==> config.mk <==
export PLATFORM = sky130hd
export DESIGN_NAME = seq_alu
export DESIGN_NICKNAME = d
export VERILOG_FILES = /design/src/rtl/alu_pkg.sv /design/src/rtl/seq_muldiv.sv /design/src/rtl/seq_alu.sv
export SDC_FILE = /design/constraint.sdc
export NUM_CORES = 1
export LEC_CHECK = 0
export CAP_MARGIN = 10
export CORE_UTILIZATION = 55
export CTS_CLUSTER_DIAMETER = 200
export DETAILED_ROUTE_END_ITERATION = 6
export PLACE_DENSITY = 0.87
export SLEW_MARGIN = 20
export SYNTH_ARGS = -nofsm -noshare
export SYNTH_HDL_FRONTEND = slang
export SYNTH_SLANG_ARGS = --single-unit
==> constraint.sdc <==
create_clock -name clk -period 3.4 [get_ports clk]
set_input_delay 1.02 -clock clk [delete_from_list [all_inputs] [get_ports clk]]
set_output_delay 1.02 -clock clk [all_outputs]
set_load 0.005 [all_outputs]
==> src/rtl/alu_pkg.sv <==
// alu_pkg: shared definitions for the sequential ALU.
//   - opcode encodings OP_ADD .. OP_SAR (4'b1111 is deliberately left unnamed: invalid)
//   - FSM state encoding for seq_alu
//   - is_iterative(): opcodes that use the multi-cycle engine
package alu_pkg;

   localparam logic [3:0] OP_ADD = 4'b0000;
   localparam logic [3:0] OP_SUB = 4'b0001;
   localparam logic [3:0] OP_MUL = 4'b0010;
   localparam logic [3:0] OP_DIV = 4'b0011;
   localparam logic [3:0] OP_MOD = 4'b0100;
   localparam logic [3:0] OP_AND = 4'b0101;
   localparam logic [3:0] OP_OR  = 4'b0110;
   localparam logic [3:0] OP_XOR = 4'b0111;
   localparam logic [3:0] OP_NOT = 4'b1000;
   localparam logic [3:0] OP_SHL = 4'b1001;
   localparam logic [3:0] OP_SHR = 4'b1010;
   localparam logic [3:0] OP_EQ  = 4'b1011;
   localparam logic [3:0] OP_GT  = 4'b1100;
   localparam logic [3:0] OP_LT  = 4'b1101;
   localparam logic [3:0] OP_SAR = 4'b1110;

   typedef enum logic [1:0] {
      ST_IDLE = 2'd0,
      ST_ITER = 2'd1,
      ST_DONE = 2'd2
   } state_e;

   // True for ops that can run on the shift-add / restoring engine.
   // DIV/MOD by zero is still short-circuited by the caller.
   function automatic logic is_iterative(input logic [3:0] op);
      return (op == OP_MUL) || (op == OP_DIV) || (op == OP_MOD);
   endfunction

endpackage

==> src/rtl/seq_muldiv.sv <==
// seq_muldiv: iterative unsigned engine working on operand magnitudes.
//   Multiply: shift-add, N iterations, product in {hi, lo}.
//   Divide  : restoring, N iterations, quotient in lo, remainder in hi.
// Ports:
//   clk, rst        clock, synchronous active-high reset
//   go              load mag_a/mag_b and start N iterations
//   is_div          1 = divide, 0 = multiply (sampled with go)
//   mag_a, mag_b    unsigned magnitudes (multiplicand/multiplier or dividend/divisor)
//   done            high during the cycle whose edge performs the last iteration
//   prod            2N-bit product
//   quo, rem        N-bit quotient and remainder
module seq_muldiv
   import alu_pkg::*;
#(
   parameter int N = 8
) (
   input  logic           clk,
   input  logic           rst,
   input  logic           go,
   input  logic           is_div,
   input  logic [N-1:0]   mag_a,
   input  logic [N-1:0]   mag_b,
   output logic           done,
   output logic [2*N-1:0] prod,
   output logic [N-1:0]   quo,
   output logic [N-1:0]   rem
);

   localparam int CW = (N > 1) ? $clog2(N) : 1;
   localparam logic [CW-1:0] LAST = CW'(N - 1);

   // hi holds the partial product / running remainder, lo the multiplier /
   // dividend being shifted out while quotient bits shift in.
   logic [N-1:0]  hi_q, hi_d;
   logic [N-1:0]  lo_q, lo_d;
   logic [N-1:0]  opb_q, opb_d;
   logic          div_q, div_d;
   logic          act_q, act_d;
   logic [CW-1:0] cnt_q, cnt_d;

   logic [N:0]    add_sum;
   logic [N:0]    shl_rem;
   logic [N-1:0]  trial;
   logic          take;

   always_comb begin
      hi_d  = hi_q;
      lo_d  = lo_q;
      opb_d = opb_q;
      div_d = div_q;
      act_d = act_q;
      cnt_d = cnt_q;

      add_sum = {1'b0, hi_q} + (lo_q[0] ? {1'b0, opb_q} : '0);
      shl_rem = {hi_q, lo_q[N-1]};
      take    = (shl_rem >= {1'b0, opb_q});
      // Only used when take=1, where the true difference is < divisor and
      // therefore fits in N bits.
      trial   = shl_rem[N-1:0] - opb_q;

      if (go) begin
         hi_d  = '0;
         lo_d  = mag_a;
         opb_d = mag_b;
         div_d = is_div;
         act_d = 1'b1;
         cnt_d = '0;
      end else if (act_q) begin
         if (div_q) begin
            hi_d = take ? trial : shl_rem[N-1:0];
            lo_d = {lo_q[N-2:0], take};
         end else begin
            hi_d = add_sum[N:1];
            lo_d = {add_sum[0], lo_q[N-1:1]};
         end
         cnt_d = cnt_q + 1'b1;
         if (cnt_q == LAST) begin
            act_d = 1'b0;
         end
      end
   end

   always_ff @(posedge clk) begin
      if (rst) begin
         hi_q  <= '0;
         lo_q  <= '0;
         opb_q <= '0;
         div_q <= 1'b0;
         act_q <= 1'b0;
         cnt_q <= '0;
      end else begin
         hi_q  <= hi_d;
         lo_q  <= lo_d;
         opb_q <= opb_d;
         div_q <= div_d;
         act_q <= act_d;
         cnt_q <= cnt_d;
      end
   end

   assign done = act_q && (cnt_q == LAST);
   assign prod = {hi_q, lo_q};
   assign quo  = lo_q;
   assign rem  = hi_q;

endmodule

==> src/rtl/seq_alu.sv <==
// seq_alu: multi-cycle ALU with start/busy/ready handshake.
//   Single-cycle ops complete on the accepting edge; MUL/DIV/MOD run on
//   seq_muldiv and complete N+2 edges after acceptance. Flags are
//   registered together with result and only change on completion.
// Ports:
//   clk, rst            clock, synchronous active-high reset
//   start, opcode, a, b request (accepted only when busy=0)
//   busy                iterative op in flight
//   ready               one-cycle completion pulse
//   result              2N-bit registered result
//   z, c, v, s, e       zero, carry/borrow, overflow, sign, error flags
//
// state   | meaning
// --------+-----------------------------------------------------------
// ST_IDLE | accepting requests; single-cycle ops complete here
// ST_ITER | engine iterating (N edges)
// ST_DONE | sign-correct engine output, register result/flags, pulse ready
module seq_alu
   import alu_pkg::*;
#(
   parameter int N = 8
) (
   input  logic           clk,
   input  logic           rst,
   input  logic           start,
   input  logic [3:0]     opcode,
   input  logic [N-1:0]   a,
   input  logic [N-1:0]   b,
   output logic           busy,
   output logic           ready,
   output logic [2*N-1:0] result,
   output logic           z,
   output logic           c,
   output logic           v,
   output logic           s,
   output logic           e
);

   localparam int W   = 2 * N;
   localparam int SHW = $clog2(N);

   state_e       state_q, state_d;
   logic         busy_q, busy_d;
   logic         ready_q, ready_d;
   logic [W-1:0] result_q, result_d;
   logic         z_q, z_d, c_q, c_d, v_q, v_d, s_q, s_d, e_q, e_d;
   logic [3:0]   op_q, op_d;
   logic         sa_q, sa_d, sb_q, sb_d;

   logic         iter_req;
   logic         md_go;
   logic [N-1:0] mag_a, mag_b;
   logic         md_done;
   logic [W-1:0] md_prod;
   logic [N-1:0] md_quo, md_rem;

   // DIV/MOD by zero never enters the engine; it completes as an error.
   assign iter_req = is_iterative(opcode) && !((opcode != OP_MUL) && (b == '0));
   assign md_go    = (state_q == ST_IDLE) && start && iter_req;
   assign mag_a    = a[N-1] ? (-a) : a;
   assign mag_b    = b[N-1] ? (-b) : b;

   seq_muldiv #(.N(N)) u_muldiv (
      .clk    (clk),
      .rst    (rst),
      .go     (md_go),
      .is_div (opcode != OP_MUL),
      .mag_a  (mag_a),
      .mag_b  (mag_b),
      .done   (md_done),
      .prod   (md_prod),
      .quo    (md_quo),
      .rem    (md_rem)
   );

   // Single-cycle datapath.
   logic [N:0]     sum_ext, diff_ext;
   logic [SHW-1:0] amt;
   logic [N-1:0]   sar_n;
   logic [W-1:0]   sc_res;
   logic           sc_c, sc_v, sc_e;

   always_comb begin
      sum_ext  = {1'b0, a} + {1'b0, b};
      diff_ext = {1'b0, a} - {1'b0, b};
      amt      = b[SHW-1:0];
      sar_n    = $signed(a) >>> amt;
      sc_res   = '0;
      sc_c     = 1'b0;
      sc_v     = 1'b0;
      sc_e     = 1'b0;
      case (opcode)
         OP_ADD: begin
            sc_res = {{N{sum_ext[N-1]}}, sum_ext[N-1:0]};
            sc_c   = sum_ext[N];
            sc_v   = (a[N-1] == b[N-1]) && (sum_ext[N-1] != a[N-1]);
         end
         OP_SUB: begin
            sc_res = {{N{diff_ext[N-1]}}, diff_ext[N-1:0]};
            sc_c   = diff_ext[N];  // borrow == a < b unsigned
            sc_v   = (a[N-1] != b[N-1]) && (diff_ext[N-1] != a[N-1]);
         end
         OP_AND: sc_res = {{N{1'b0}}, a & b};
         OP_OR:  sc_res = {{N{1'b0}}, a | b};
         OP_XOR: sc_res = {{N{1'b0}}, a ^ b};
         OP_NOT: sc_res = {{N{1'b0}}, ~a};
         OP_SHL: sc_res = {{N{1'b0}}, a << amt};
         OP_SHR: sc_res = {{N{1'b0}}, a >> amt};
         OP_SAR: sc_res = {{N{sar_n[N-1]}}, sar_n};
         OP_EQ:  sc_res[0] = (a == b);
         OP_GT:  sc_res[0] = ($signed(a) > $signed(b));
         OP_LT:  sc_res[0] = ($signed(a) < $signed(b));
         // Iterative opcodes only reach here as DIV/MOD by zero.
         OP_MUL, OP_DIV, OP_MOD: sc_e = 1'b1;
         default: sc_e = 1'b1;
      endcase
   end

   // Sign correction of the engine output.
   logic         neg;
   logic [W-1:0] prod_s;
   logic [N:0]   q_s, r_s;
   logic [W-1:0] it_res;
   logic         it_v;

   always_comb begin
      neg    = sa_q ^ sb_q;
      prod_s = neg ? (-md_prod) : md_prod;
      // N+1 bits: a positive quotient of 2^(N-1) must survive.
      q_s    = neg ? (-{1'b0, md_quo}) : {1'b0, md_quo};
      r_s    = sa_q ? (-{1'b0, md_rem}) : {1'b0, md_rem};
      if (op_q == OP_MUL) begin
         it_res = prod_s;
      end else if (op_q == OP_DIV) begin
         it_res = {{(N-1){q_s[N]}}, q_s};
      end else begin
         it_res = {{(N-1){r_s[N]}}, r_s};
      end
      // The only positive quotient with the top magnitude bit set is
      // most-negative / -1.
      it_v = (op_q == OP_DIV) && !neg && md_quo[N-1];
   end

   always_comb begin
      state_d  = state_q;
      busy_d   = busy_q;
      ready_d  = 1'b0;
      result_d = result_q;
      z_d      = z_q;
      c_d      = c_q;
      v_d      = v_q;
      s_d      = s_q;
      e_d      = e_q;
      op_d     = op_q;
      sa_d     = sa_q;
      sb_d     = sb_q;
      case (state_q)
         ST_IDLE: begin
            if (start) begin
               if (iter_req) begin
                  op_d    = opcode;
                  sa_d    = a[N-1];
                  sb_d    = b[N-1];
                  busy_d  = 1'b1;
                  state_d = ST_ITER;
               end else begin
                  result_d = sc_res;
                  z_d      = (sc_res == '0);
                  s_d      = sc_res[W-1];
                  c_d      = sc_c;
                  v_d      = sc_v;
                  e_d      = sc_e;
                  ready_d  = 1'b1;
               end
            end
         end
         ST_ITER: begin
            if (md_done) begin
               state_d = ST_DONE;
            end
         end
         ST_DONE: begin
            result_d = it_res;
            z_d      = (it_res == '0);
            s_d      = it_res[W-1];
            c_d      = 1'b0;
            v_d      = it_v;
            e_d      = 1'b0;
            ready_d  = 1'b1;
            busy_d   = 1'b0;
            state_d  = ST_IDLE;
         end
         default: begin
            busy_d  = 1'b0;
            state_d = ST_IDLE;
         end
      endcase
   end

   always_ff @(posedge clk) begin
      if (rst) begin
         state_q  <= ST_IDLE;
         busy_q   <= 1'b0;
         ready_q  <= 1'b0;
         result_q <= '0;
         z_q      <= 1'b0;
         c_q      <= 1'b0;
         v_q      <= 1'b0;
         s_q      <= 1'b0;
         e_q      <= 1'b0;
         op_q     <= OP_ADD;
         sa_q     <= 1'b0;
         sb_q     <= 1'b0;
      end else begin
         state_q  <= state_d;
         busy_q   <= busy_d;
         ready_q  <= ready_d;
         result_q <= result_d;
         z_q      <= z_d;
         c_q      <= c_d;
         v_q      <= v_d;
         s_q      <= s_d;
         e_q      <= e_d;
         op_q     <= op_d;
         sa_q     <= sa_d;
         sb_q     <= sb_d;
      end
   end

   assign busy   = busy_q;
   assign ready  = ready_q;
   assign result = result_q;
   assign z      = z_q;
   assign c      = c_q;
   assign v      = v_q;
   assign s      = s_q;
   assign e      = e_q;

endmodule

Word-level counts from Yosys, hierarchy flattened
Cells that the tools add are included.
{"block": "classes", "n_lt_le_gt_ge": 3, "muxes": 49, "reduce_logical": 26, "addsub": 10, "n_shift": 3, "bitwise_logic": 6, "mul": 0, "n_div": 0, "eq_ne": 29}
{"operator": "$pmux W15 S9", "n": 1}
{"operator": "$mux W16", "n": 5}
{"operator": "$mux W8", "n": 8}
{"operator": "$logic_not A16 Y1", "n": 2}
{"operator": "$pmux W16 S2", "n": 1}
{"operator": "$eq A4 B4 Y1 const B", "n": 7}
{"operator": "$mux W1", "n": 18}
{"operator": "$mux W9", "n": 2}
{"operator": "$neg A8 Y9", "n": 2}
{"operator": "$pmux W1 S2", "n": 9}
{"operator": "$eq A4 B2 Y1 const B", "n": 4}
{"operator": "$eq A4 B3 Y1 const B", "n": 4}
{"operator": "$neg A16 Y16", "n": 1}
{"operator": "$neg A8 Y8", "n": 2}
{"operator": "$pmux W1 S12", "n": 1}
{"operator": "$reduce_and A3 Y1", "n": 4}
{"operator": "$reduce_or A12 Y1", "n": 1}
{"operator": "$add A8 B8 Y9", "n": 1}
{"operator": "$add A8 B9 Y9", "n": 1}
{"operator": "$ge A9 B8 Y1", "n": 1}
{"operator": "$logic_and A1 B1 Y1", "n": 9}
{"operator": "$sub A8 B8 Y9", "n": 1}
{"operator": "$and A8 B8 Y8", "n": 1}
{"operator": "$eq A8 B8 Y1", "n": 1}
{"operator": "29 further kinds", "n": 39}
{"block": "totals", "inputBits": 23, "wordCells": 144, "n_memories": 0, "ramBits": 0, "out_inout_bits": 23, "romBits": 0, "latchBits": 0, "ff_bits": 60}

Logic depth before layout (Yosys ltp)
Gate-level depths: netlist of the first run.
{"block": "logic_depth", "word_depth": 7, "mapped_depth": 14, "depth_no_buf": 12}

Modules after synthesis
Synthesis of the first run repeated with hierarchy kept, for this count alone.
{"block": "hier_totals", "hier_cells": 868, "hier_area_um2": 6729.0}
{"mod": "seq_alu", "area_per_inst_um2": 4489.3, "cells_per_inst": 604, "seq_area_each_um2": 600.6, "instances": 1}
{"mod": "seq_muldiv", "area_per_inst_um2": 2239.6, "cells_per_inst": 264, "seq_area_each_um2": 580.6, "instances": 1}

Least setup slack after synthesis of the first run
Ideal clock, no wire load.
{"block": "synth_path", "path_type": "input -> register", "start": "input port b[1]", "end": "register result_q[11] (netlist: result[11])", "n_path_buf": 2, "required_time_ns": 3.330, "stages": 12, "setup_ns": 0.070, "setup_slack_ns": -0.221, "arrival_time_ns": 3.550, "path_cell_list": "clkbuf_1 > inv_1 > ha_1 > nor3_1 > o31ai_1 > a21boi_0 > a22o_1 > mux2i_1 > and3_1 > clkbuf_1 > or3_1 > a21oi_1"}
{"block": "synth_between", "elab_chain_len": 6, "elab_cells_between_ends": 13, "classes_between": "2 x add/sub; 1 x eq/ne; 1 x shift; 4 x mux; 5 x reduce/logical"}
{"element": "start: declaration", "line": "seq_alu.sv:28", "text": "input logic [N-1:0] b,"}
{"element": "branches (longest 6 deep; another with $sub A8 B8 Y9)"}
{"element": "end signal: assignment", "line": "seq_alu.sv:218", "text": "result_q <= result_d;"}
{"element": "end: declaration", "line": "seq_alu.sv:45", "text": "logic [W-1:0] result_q, result_d;"}
Parallel ways; which one is timed is not known. The select of a mux whose other input is x is not followed.
A chain may end at the register's enable or synchronous reset.

Worst setup path in the final report of the first run
{"block": "layout_path", "start": "input port opcode[0]", "end": "register z_q (netlist: z)"}
{"block": "layout_between", "elab_chain_len": 6, "elab_cells_between_ends": 29, "classes_between": "16 x eq/ne; 5 x mux; 8 x reduce/logical"}
{"element": "start: declaration", "line": "seq_alu.sv:26", "text": "input logic [3:0] opcode,"}
{"element": "$eq A4 B4 Y1 (tied with other cells)", "line": "seq_alu.sv:92", "text": "case (opcode)"}
{"element": "$pmux W1 S12 (tied with other cells)", "line": "seq_alu.sv:92"}
{"element": "$logic_not A16 Y1 (tied with other cells)", "line": "seq_alu.sv:168", "text": "z_d = (sc_res == '0);"}
{"element": "$mux W1 or $logic_and A1 B1 Y1 (tied branches)", "line": "seq_alu.sv:160, seq_alu.sv:58"}
{"element": "$mux W1 or $ne A2 B2 Y1 (tied branches)"}
{"element": "$pmux W1 S2 or $reduce_and A3 Y1 (tied branches)"}
{"element": "end signal: assignment", "line": "seq_alu.sv:219", "text": "z_q <= z_d;"}
{"element": "end: declaration", "line": "seq_alu.sv:46", "text": "logic z_q, z_d, c_q, c_d, v_q, v_d, s_q, s_d, e_q, e_d;"}
Parallel ways exist; a longest one is shown, timed or not. The select of a mux whose other input is x is not followed.

==> flow_summary.json, run 1 <==
{
  "outcome": "finished with violations",
  "failed_checks": "design-rule violations, negative setup slack",
  "tritoncts.num_buffers": 9,
  "synth-xor-area-share": 0.0554,
  "place.port_buffers": 45,
  "wire_per_inst_um": 21.2,
  "arithmetic_cell_share_of_the_synthesized_area_counting_full_adders_half_adders_and_majority_gates": 0.106,
  "cp.arrival_ns": 3.73,
  "maxCapViolCount": 0,
  "finalWirelength_um": 23900,
  "post_drt_via_cell_ratio": 6.66,
  "netlist_area_mm2": 0.00632,
  "timing.hold.worst_endpoint": "u_muldiv.opb_q[7]",
  "layout-drive-gt1-share": 0.282,
  "worst_hold_startpoint": "u_muldiv.opb_q[7]",
  "post_synthesis_average_cell_area_um2": 7.55,
  "layout.nets": 1053,
  "die_h_um": 109,
  "worst_setup_hold_path_clk_slew_ns": 0.06,
  "combinational_family_with_the_most_area_after_synthesis": "compound AO/OA/AOI/OAI gates",
  "muxShareOfSynthArea": 0.0821,
  "first_global_vias": 7024,
  "worst_setup_path_end_kind": "flip-flop",
  "clock_sinks": 59,
  "i_o_pin_cnt": 46,
  "worst_min_delay_path_class": "flip-flop to flip-flop",
  "worstRegToRegCells": 7,
  "grt_max_degree": 29,
  "synth-simple-area-share": 0.235,
  "worstMarginPinSlew_ns": 0.937,
  "net_count_synth": 911,
  "vdd_ir_drop_max_mv": 0.317,
  "finalHoldWorstSlack_ns": 0.487,
  "clock_tree.root_cell": "sky130_fd_sc_hd__clkbuf_16",
  "synth_compound_area_frac": 0.253,
  "worst_hold_path.num_cells": 2,
  "max_slew_margin": 0.374,
  "grt_overflow_total": 0,
  "achievable-frequency_ghz": 0.290,
  "detail-route-antenna-nets": 0,
  "yosys_warnings": 0,
  "num-fill-cells": 695,
  "worstSetupStartpoint": "opcode[0]",
  "layout_worst_path_cycle_share": 1.02,
  "iteration_0_drc_markers": 1037,
  "grt_pass1_wl_um": 36100,
  "num_vias": 7498,
  "r2r_start": "u_muldiv.quo[0]",
  "antenna_violations_before_repair": 1,
  "postLayoutSetupSlackWorst_ns": -0.0518,
  "start_util": 0.573,
  "design.die.area_mm2": 0.0119,
  "crit_path_max_fo": 12,
  "cts-root-to-sink-buffers": 2,
  "slew_violations": 0,
  "drtPass1Iterations": 7,
  "pwr_density_cell_mw_per_mm2": 331,
  "coreArea_mm2": 0.0110,
  "report.power.total_w": 0.00284,
  "cts_tree": "built",
  "synth_cell_types": 81,
  "synthesis.instances": 837,
  "dp_hpwl_um": 16300,
  "regToRegEndpoint": "z",
  "synth.ff_latch_count": 59,
  "track_usage": 0.392,
  "startpoint_type_of_the_worst_setup_path": "primary input",
  "required_ns": 3.68,
  "cts-htree-levels": 3,
  "gp_routability_congestion": 0.973,
  "worst-r2r-setup-slack_ns": 0.46,
  "critPathKind": "primary input to flip-flop",
  "core.rowCount": 38,
  "synth_sequential_area_ratio": 0.187,
  "hold_fails_final_rpt": 0,
  "setup-violations-final": 1,
  "post-route-min-period_ns": 3.45,
  "synth_edf_count": 0,
  "area_delta_synth_final_pct": 35.5,
  "dieWidth_um": 109,
  "final.setup_skew_ns": 0.0107,
  "insertion_delay_ns": 0.33,
  "power.leakage_nw": 3.55,
  "dominantRegCellSynth": "sky130_fd_sc_hd__dfxtp_1",
  "remaining_drc_errors": 2,
  "async_reset_ff_frac": 0
}
==> critical path: stages <==
cell                              delay [ns]
sky130_fd_sc_hd__clkdlybuf4s50_1        0.45
sky130_fd_sc_hd__buf_4                  0.19
sky130_fd_sc_hd__buf_4                  0.20
sky130_fd_sc_hd__buf_4                  0.20
sky130_fd_sc_hd__nor2_1                 0.07
sky130_fd_sc_hd__a21oi_1                0.21
sky130_fd_sc_hd__o22ai_1                0.12
sky130_fd_sc_hd__a221oi_1               0.56
sky130_fd_sc_hd__nand2_1                0.19
sky130_fd_sc_hd__nor4_4                 0.17
sky130_fd_sc_hd__and4_4                 0.24
sky130_fd_sc_hd__o31a_1                 0.11
==> synth_stat cells, types with 8 or more instances <==
cell                        n  area [µm²]
sky130_fd_sc_hd__nor2_1    92         345
sky130_fd_sc_hd__a21oi_1   69         345
sky130_fd_sc_hd__nand2_1   68         255
sky130_fd_sc_hd__dfxtp_1   59        1180
sky130_fd_sc_hd__clkbuf_1  47         176
sky130_fd_sc_hd__ha_1      47         588
sky130_fd_sc_hd__inv_1     46         173
sky130_fd_sc_hd__o21ai_0   41         205
sky130_fd_sc_hd__xnor2_1   30         263
sky130_fd_sc_hd__mux2i_1   26         260
sky130_fd_sc_hd__nor3_1    26         130
sky130_fd_sc_hd__a211oi_1  16         120
sky130_fd_sc_hd__nand2b_1  13        81.3
sky130_fd_sc_hd__nor2b_1   12        75.1
sky130_fd_sc_hd__a221oi_1  10        87.6
sky130_fd_sc_hd__mux4_2    10         225
sky130_fd_sc_hd__xor2_1    10        87.6
sky130_fd_sc_hd__nand3_1    9        45.0
sky130_fd_sc_hd__o22ai_1    9        56.3
sky130_fd_sc_hd__a31oi_1    8        50.1
sky130_fd_sc_hd__buf_2      8        40.0
sky130_fd_sc_hd__nor4_1     8        50.1
sky130_fd_sc_hd__o211ai_1   8        60.1
sky130_fd_sc_hd__o31ai_1    8        60.1
sky130_fd_sc_hd__or3_1      8        50.1
==> cell families after synthesis <==
group	count (synthesis)
fa+ha+maj	51
mux	39
flops	59
buf+inv	117
xor+xnor	40
compound gates	239
simple gates	292
==> routing by layer <==
layer  part of all wire  track usage
met2               0.47        0.650
met1               0.38        0.478
met3              0.098       0.0801
met4              0.060        0.200
met5                  0            0
==> final cells by class <==
| type | count | area [µm²] | area share |
|---|---|---|---|
| diodes | 1 | 2.50 | 0.000292 |
| repair buffers | 200 | 1680 | 0.196 |
| multi-input cells | 661 | 5050 | 0.589 |
| flip-flops and latches | 59 | 1180 | 0.138 |
| well taps | 140 | 175 | 0.0204 |
| inverters | 48 | 180 | 0.0210 |
| clock inverters | 5 | 52.6 | 0.00613 |
| clock buffers | 11 | 243 | 0.0283 |
==> what timing repair did <==
item,in CTS,in global routing
resized for setup,37,76
endpoints found under the setup margin,36,19
buffers inserted,6,4
pin swaps,11,25
hold buffers,0,0
==> worst max-delay path by stage <==
| stage | to | slack, ns | depth (start not counted) |
|---|---|---|---|
| after floorplan | result[6] | 0.005 | 13 |
| after global placement | z | -0.58 | 12 |
| after detailed placement | z | -0.61 | 12 |
| after CTS | c | 0.006 | 12 |
| after global routing | z | -0.09 | 12 |
| final | z | -0.05 | 12 |
==> sequential cells by signal, indices dropped and copies added, names as in the netlist <==
signal and cells:
v 1, sb_q 1, u_muldiv.act_q 1, sa_q 1
u_muldiv.div_q 1, u_muldiv.rem 8, ready 1, busy 1
u_muldiv.quo 8, state_q 2, u_muldiv.cnt_q 3, e 1
c 1, op_q 4, u_muldiv.opb_q 8, result 16
z 1
==> report_power, final <==
group          internal, W  leakage [nW]  switching (W)
Sequential        0.000735         0.482      0.0000567
Clock             0.000584         0.145       0.000344
Combinational     0.000525          2.92       0.000591
==> cells in the final DEF (no fill, tap or decap), drive strengths merged, types with 10 or more instances in the layout <==
cell type	count
a221oi	10
nand2b	13
mux2i	26
a21oi	69
mux4	10
dlymetal6s2s	10
o21ai	41
clkdlybuf4s50	31
nor3	27
nor2b	12
nor2	92
nand2	68
dfxtp	59
xnor2	30
inv	47
buf	156
ha	47
xor2	10
clkbuf	13
a211oi	16
==> stage by stage <==
step	TNS, ns	area (µm²)	setup slack [ns]	util	instances
after detailed placement	-17.98	7730	-0.605	0.701	1098
final	-0.0518	8570	-0.0518	0.777	1125
after CTS	0	8240	0.00601	0.747	1120
after global routing	-0.154	8570	-0.0878	0.777	1125
after global placement	-13.46	7730	-0.585	0.701	1098
after floorplan	0	6350	0.00546	-	837
No activity file was read; power rests on OpenSTA's default activity.
==> inputs of run 2 (changes only) <==
--- a/config.mk
+++ b/config.mk
@@ -6,10 +6,12 @@
 export NUM_CORES = 1
 export LEC_CHECK = 0
 export CAP_MARGIN = 10
+export CORE_MARGIN = 10
 export CORE_UTILIZATION = 55
 export CTS_CLUSTER_DIAMETER = 200
 export DETAILED_ROUTE_END_ITERATION = 6
 export PLACE_DENSITY = 0.87
+export SETUP_SLACK_MARGIN = 0.05
 export SLEW_MARGIN = 20
 export SYNTH_ARGS = -nofsm -noshare
 export SYNTH_HDL_FRONTEND = slang
==> constraint.sdc (replaced) <==
create_clock -name clk -period 3.4 [get_ports clk]
set_input_delay 0.51 -clock clk [delete_from_list [all_inputs] [get_ports clk]]
set_output_delay 0.51 -clock clk [all_outputs]
set_load 0.005 [all_outputs]
==> run 2 against run 1 <==
Against the previous run:
- the run now ends clean
- die area up 36%
- register-to-register slack lost 0.06 ns
- sequential share of layout area grew 1.4 points
- non-clock buffer count shrank 55
- final cell count fell by 4.7%
- sequential power shrank 0.6%
- sequential cell count unchanged
- first-iteration DRC count fell by 14%
- largest cell class unchanged
- highest routed layer unchanged
==> flow_summary.json, run 2 (synthesized netlist as in run 1, its figures left out) <==
{
  "layout.cells.most_common_list": "sky130_fd_sc_hd__buf_4 (96), sky130_fd_sc_hd__nor2_1 (91), sky130_fd_sc_hd__a21oi_1 (69)",
  "cts-root-to-sink-buffers": 2,
  "internal-power_w": 0.00190,
  "track_usage": 0.253,
  "setup-violations-final": 0,
  "detail-route-antenna-nets": 0,
  "start_util": 0.558,
  "share_comb_of_total_power": 0.335,
  "area_delta_synth_final_pct": 22.9,
  "finalWirelength_um": 21000,
  "antenna_cells_inserted": 0,
  "cts-htree-levels": 3,
  "clock_tree.root_cell": "sky130_fd_sc_hd__clkbuf_16",
  "multi_input_area_mm2": 0.00465,
  "pwr_density_cell_mw_per_mm2": 357,
  "die_h_um": 127,
  "worst_min_delay_path_class": "primary input to flip-flop",
  "core.rowCount": 39,
  "placedInstanceArea_mm2": 0.00740,
  "regToRegEndpoint": "z",
  "dieWidth_um": 127,
  "grt_pass1_wl_um": 34000,
  "layout_worst_path_cycle_share": 0.932,
  "wire_per_inst_um": 19.6,
  "worst_hold_startpoint": "rst",
  "coreArea_mm2": 0.0113,
  "place.port_buffers": 45,
  "worst_setup_path_end_kind": "flip-flop",
  "i_o_pin_cnt": 46,
  "required_ns": 3.58,
  "startpoint_type_of_the_worst_setup_path": "primary input",
  "critPathKind": "primary input to flip-flop",
  "num-fill-cells": 924,
  "crit_path_max_fo": 8,
  "largest_reg_flops": 16,
  "seqCellArea_mm2": 0.00118,
  "worst_setup_hold_path_clk_slew_ns": 0.06,
  "maxCapViolCount": 0,
  "stdcell_area_mm2": 0.00777,
  "worstMarginPinSlew_ns": 0.931,
  "power.sequential.fraction": 0.284,
  "layout_commonest_cell": "sky130_fd_sc_hd__buf_4",
  "layout-drive-gt1-share": 0.170,
  "outcome": "completed",
  "pwr-share-clk": 0.381,
  "post-route-min-period_ns": 3.17,
  "design.die.area_mm2": 0.0162,
  "report.power.total_w": 0.00277,
  "post-route-util": 0.686,
  "worstSetupStartpoint": "b[1]",
  "achievable-frequency_ghz": 0.316,
  "insertion_delay_ns": 0.34,
  "num_vias": 6875,
  "drtPass1Iterations": 6,
  "final.setup_skew_ns": 0.00954,
  "remaining_drc_errors": 0,
  "post_drt_via_cell_ratio": 6.41,
  "cp.arrival_ns": 3.35,
  "max_slew_margin": 0.379,
  "grt_overflow_total": 0,
  "cts_post_setup_buffers_inserted": 0,
  "dp_hpwl_um": 16000,
  "r2r_start": "u_muldiv.quo[0]",
  "worstRegToRegCells": 9,
  "power.leakage_nw": 3.16,
  "worst_hold_path.num_cells": 2,
  "tritoncts.num_buffers": 9,
  "iteration_0_drc_markers": 888,
  "netSwitchingPower_w": 0.000873,
  "vdd_ir_drop_max_mv": 0.385,
  "slew_violations": 0,
  "clock_sinks": 59,
  "cts_tree": "built",
  "switching_share": 0.315,
  "first_global_vias": 6634,
  "layout.nets": 998,
  "worst-r2r-setup-slack_ns": 0.40,
  "antenna_violations_before_repair": 0,
  "hold_fails_final_rpt": 0,
  "rsz0062_at_grt": "no",
  "gp_routability_congestion": 1.01,
  "timing.hold.worst_endpoint": "u_muldiv.act_q",
  "grt_max_degree": 47
}
run 2: final cells by class:
cell class | instances | share of cell area
flip-flops and latches | 59 | 0.152
repair buffers | 145 | 0.159
clock buffers | 11 | 0.0313
multi-input cells | 661 | 0.598
clock inverters | 5 | 0.0129
well taps | 143 | 0.0230
inverters | 48 | 0.0232
run 2: critical path, cell delays in order:
cell and delay (ns):
sky130_fd_sc_hd__clkdlybuf4s50_1 0.48, sky130_fd_sc_hd__inv_1 0.10, sky130_fd_sc_hd__buf_4 0.19, sky130_fd_sc_hd__ha_1 0.18, sky130_fd_sc_hd__nor2b_1 0.15, sky130_fd_sc_hd__o31ai_1 0.37, sky130_fd_sc_hd__a21boi_0 0.26, sky130_fd_sc_hd__a22o_1 0.25
sky130_fd_sc_hd__mux2i_1 0.20, sky130_fd_sc_hd__and3_1 0.37, sky130_fd_sc_hd__o21bai_1 0.18, sky130_fd_sc_hd__a221oi_1 0.12
run 2: per-layer routing:
metal  global-route usage  up-vias  part of all wire
met4                0.129        0             0.048
li1                     -     3205                 -
met1                0.303     3192              0.40
met5                    0        -                 0
met2                0.429      388              0.48
met3               0.0397       90             0.071
run 2: how the worst max path moves through the flow:
stage,endpoint,slack (ns)
floorplan,result[11],0.29
global placement,z,-0.07
detailed placement,z,-0.13
CTS,z,0.21
global route,result[15],0.05
finish,result[15],0.23
run 2: what timing repair did:
| action | 4_1_cts | 5_1_grt |
|---|---|---|
| endpoints found under the setup margin | 0 | 7 |
| hold buffers | 0 | 0 |
| resized for setup | 0 | 4 |
| hold endpoints to repair | 0 | 0 |
run 2: power groups by stage:
stage / logic [W] / clock network (W) / registers [W]
final: 0.000928 / 0.00105 / 0.000787
after global routing: 0.00100 / 0.00108 / 0.000791
after CTS: 0.000907 / 0.00106 / 0.000785
after detailed placement: 0.000894 / 0 / 0.000799
after global placement: 0.000873 / 0 / 0.000797
after floorplan: 0.000579 / 0 / 0.000776
run 2: per-stage QoR:
stage                     cells  hold WS [ns]  TNS (ns)  worst slack [ns]
after floorplan             837         0.432         0             0.289
final                      1072         0.446         0             0.231
after global placement     1056         0.441   -0.0743           -0.0743
after detailed placement   1056         0.448    -0.186            -0.125
after global routing       1072         0.441         0            0.0532
after CTS                  1072         0.433         0             0.210
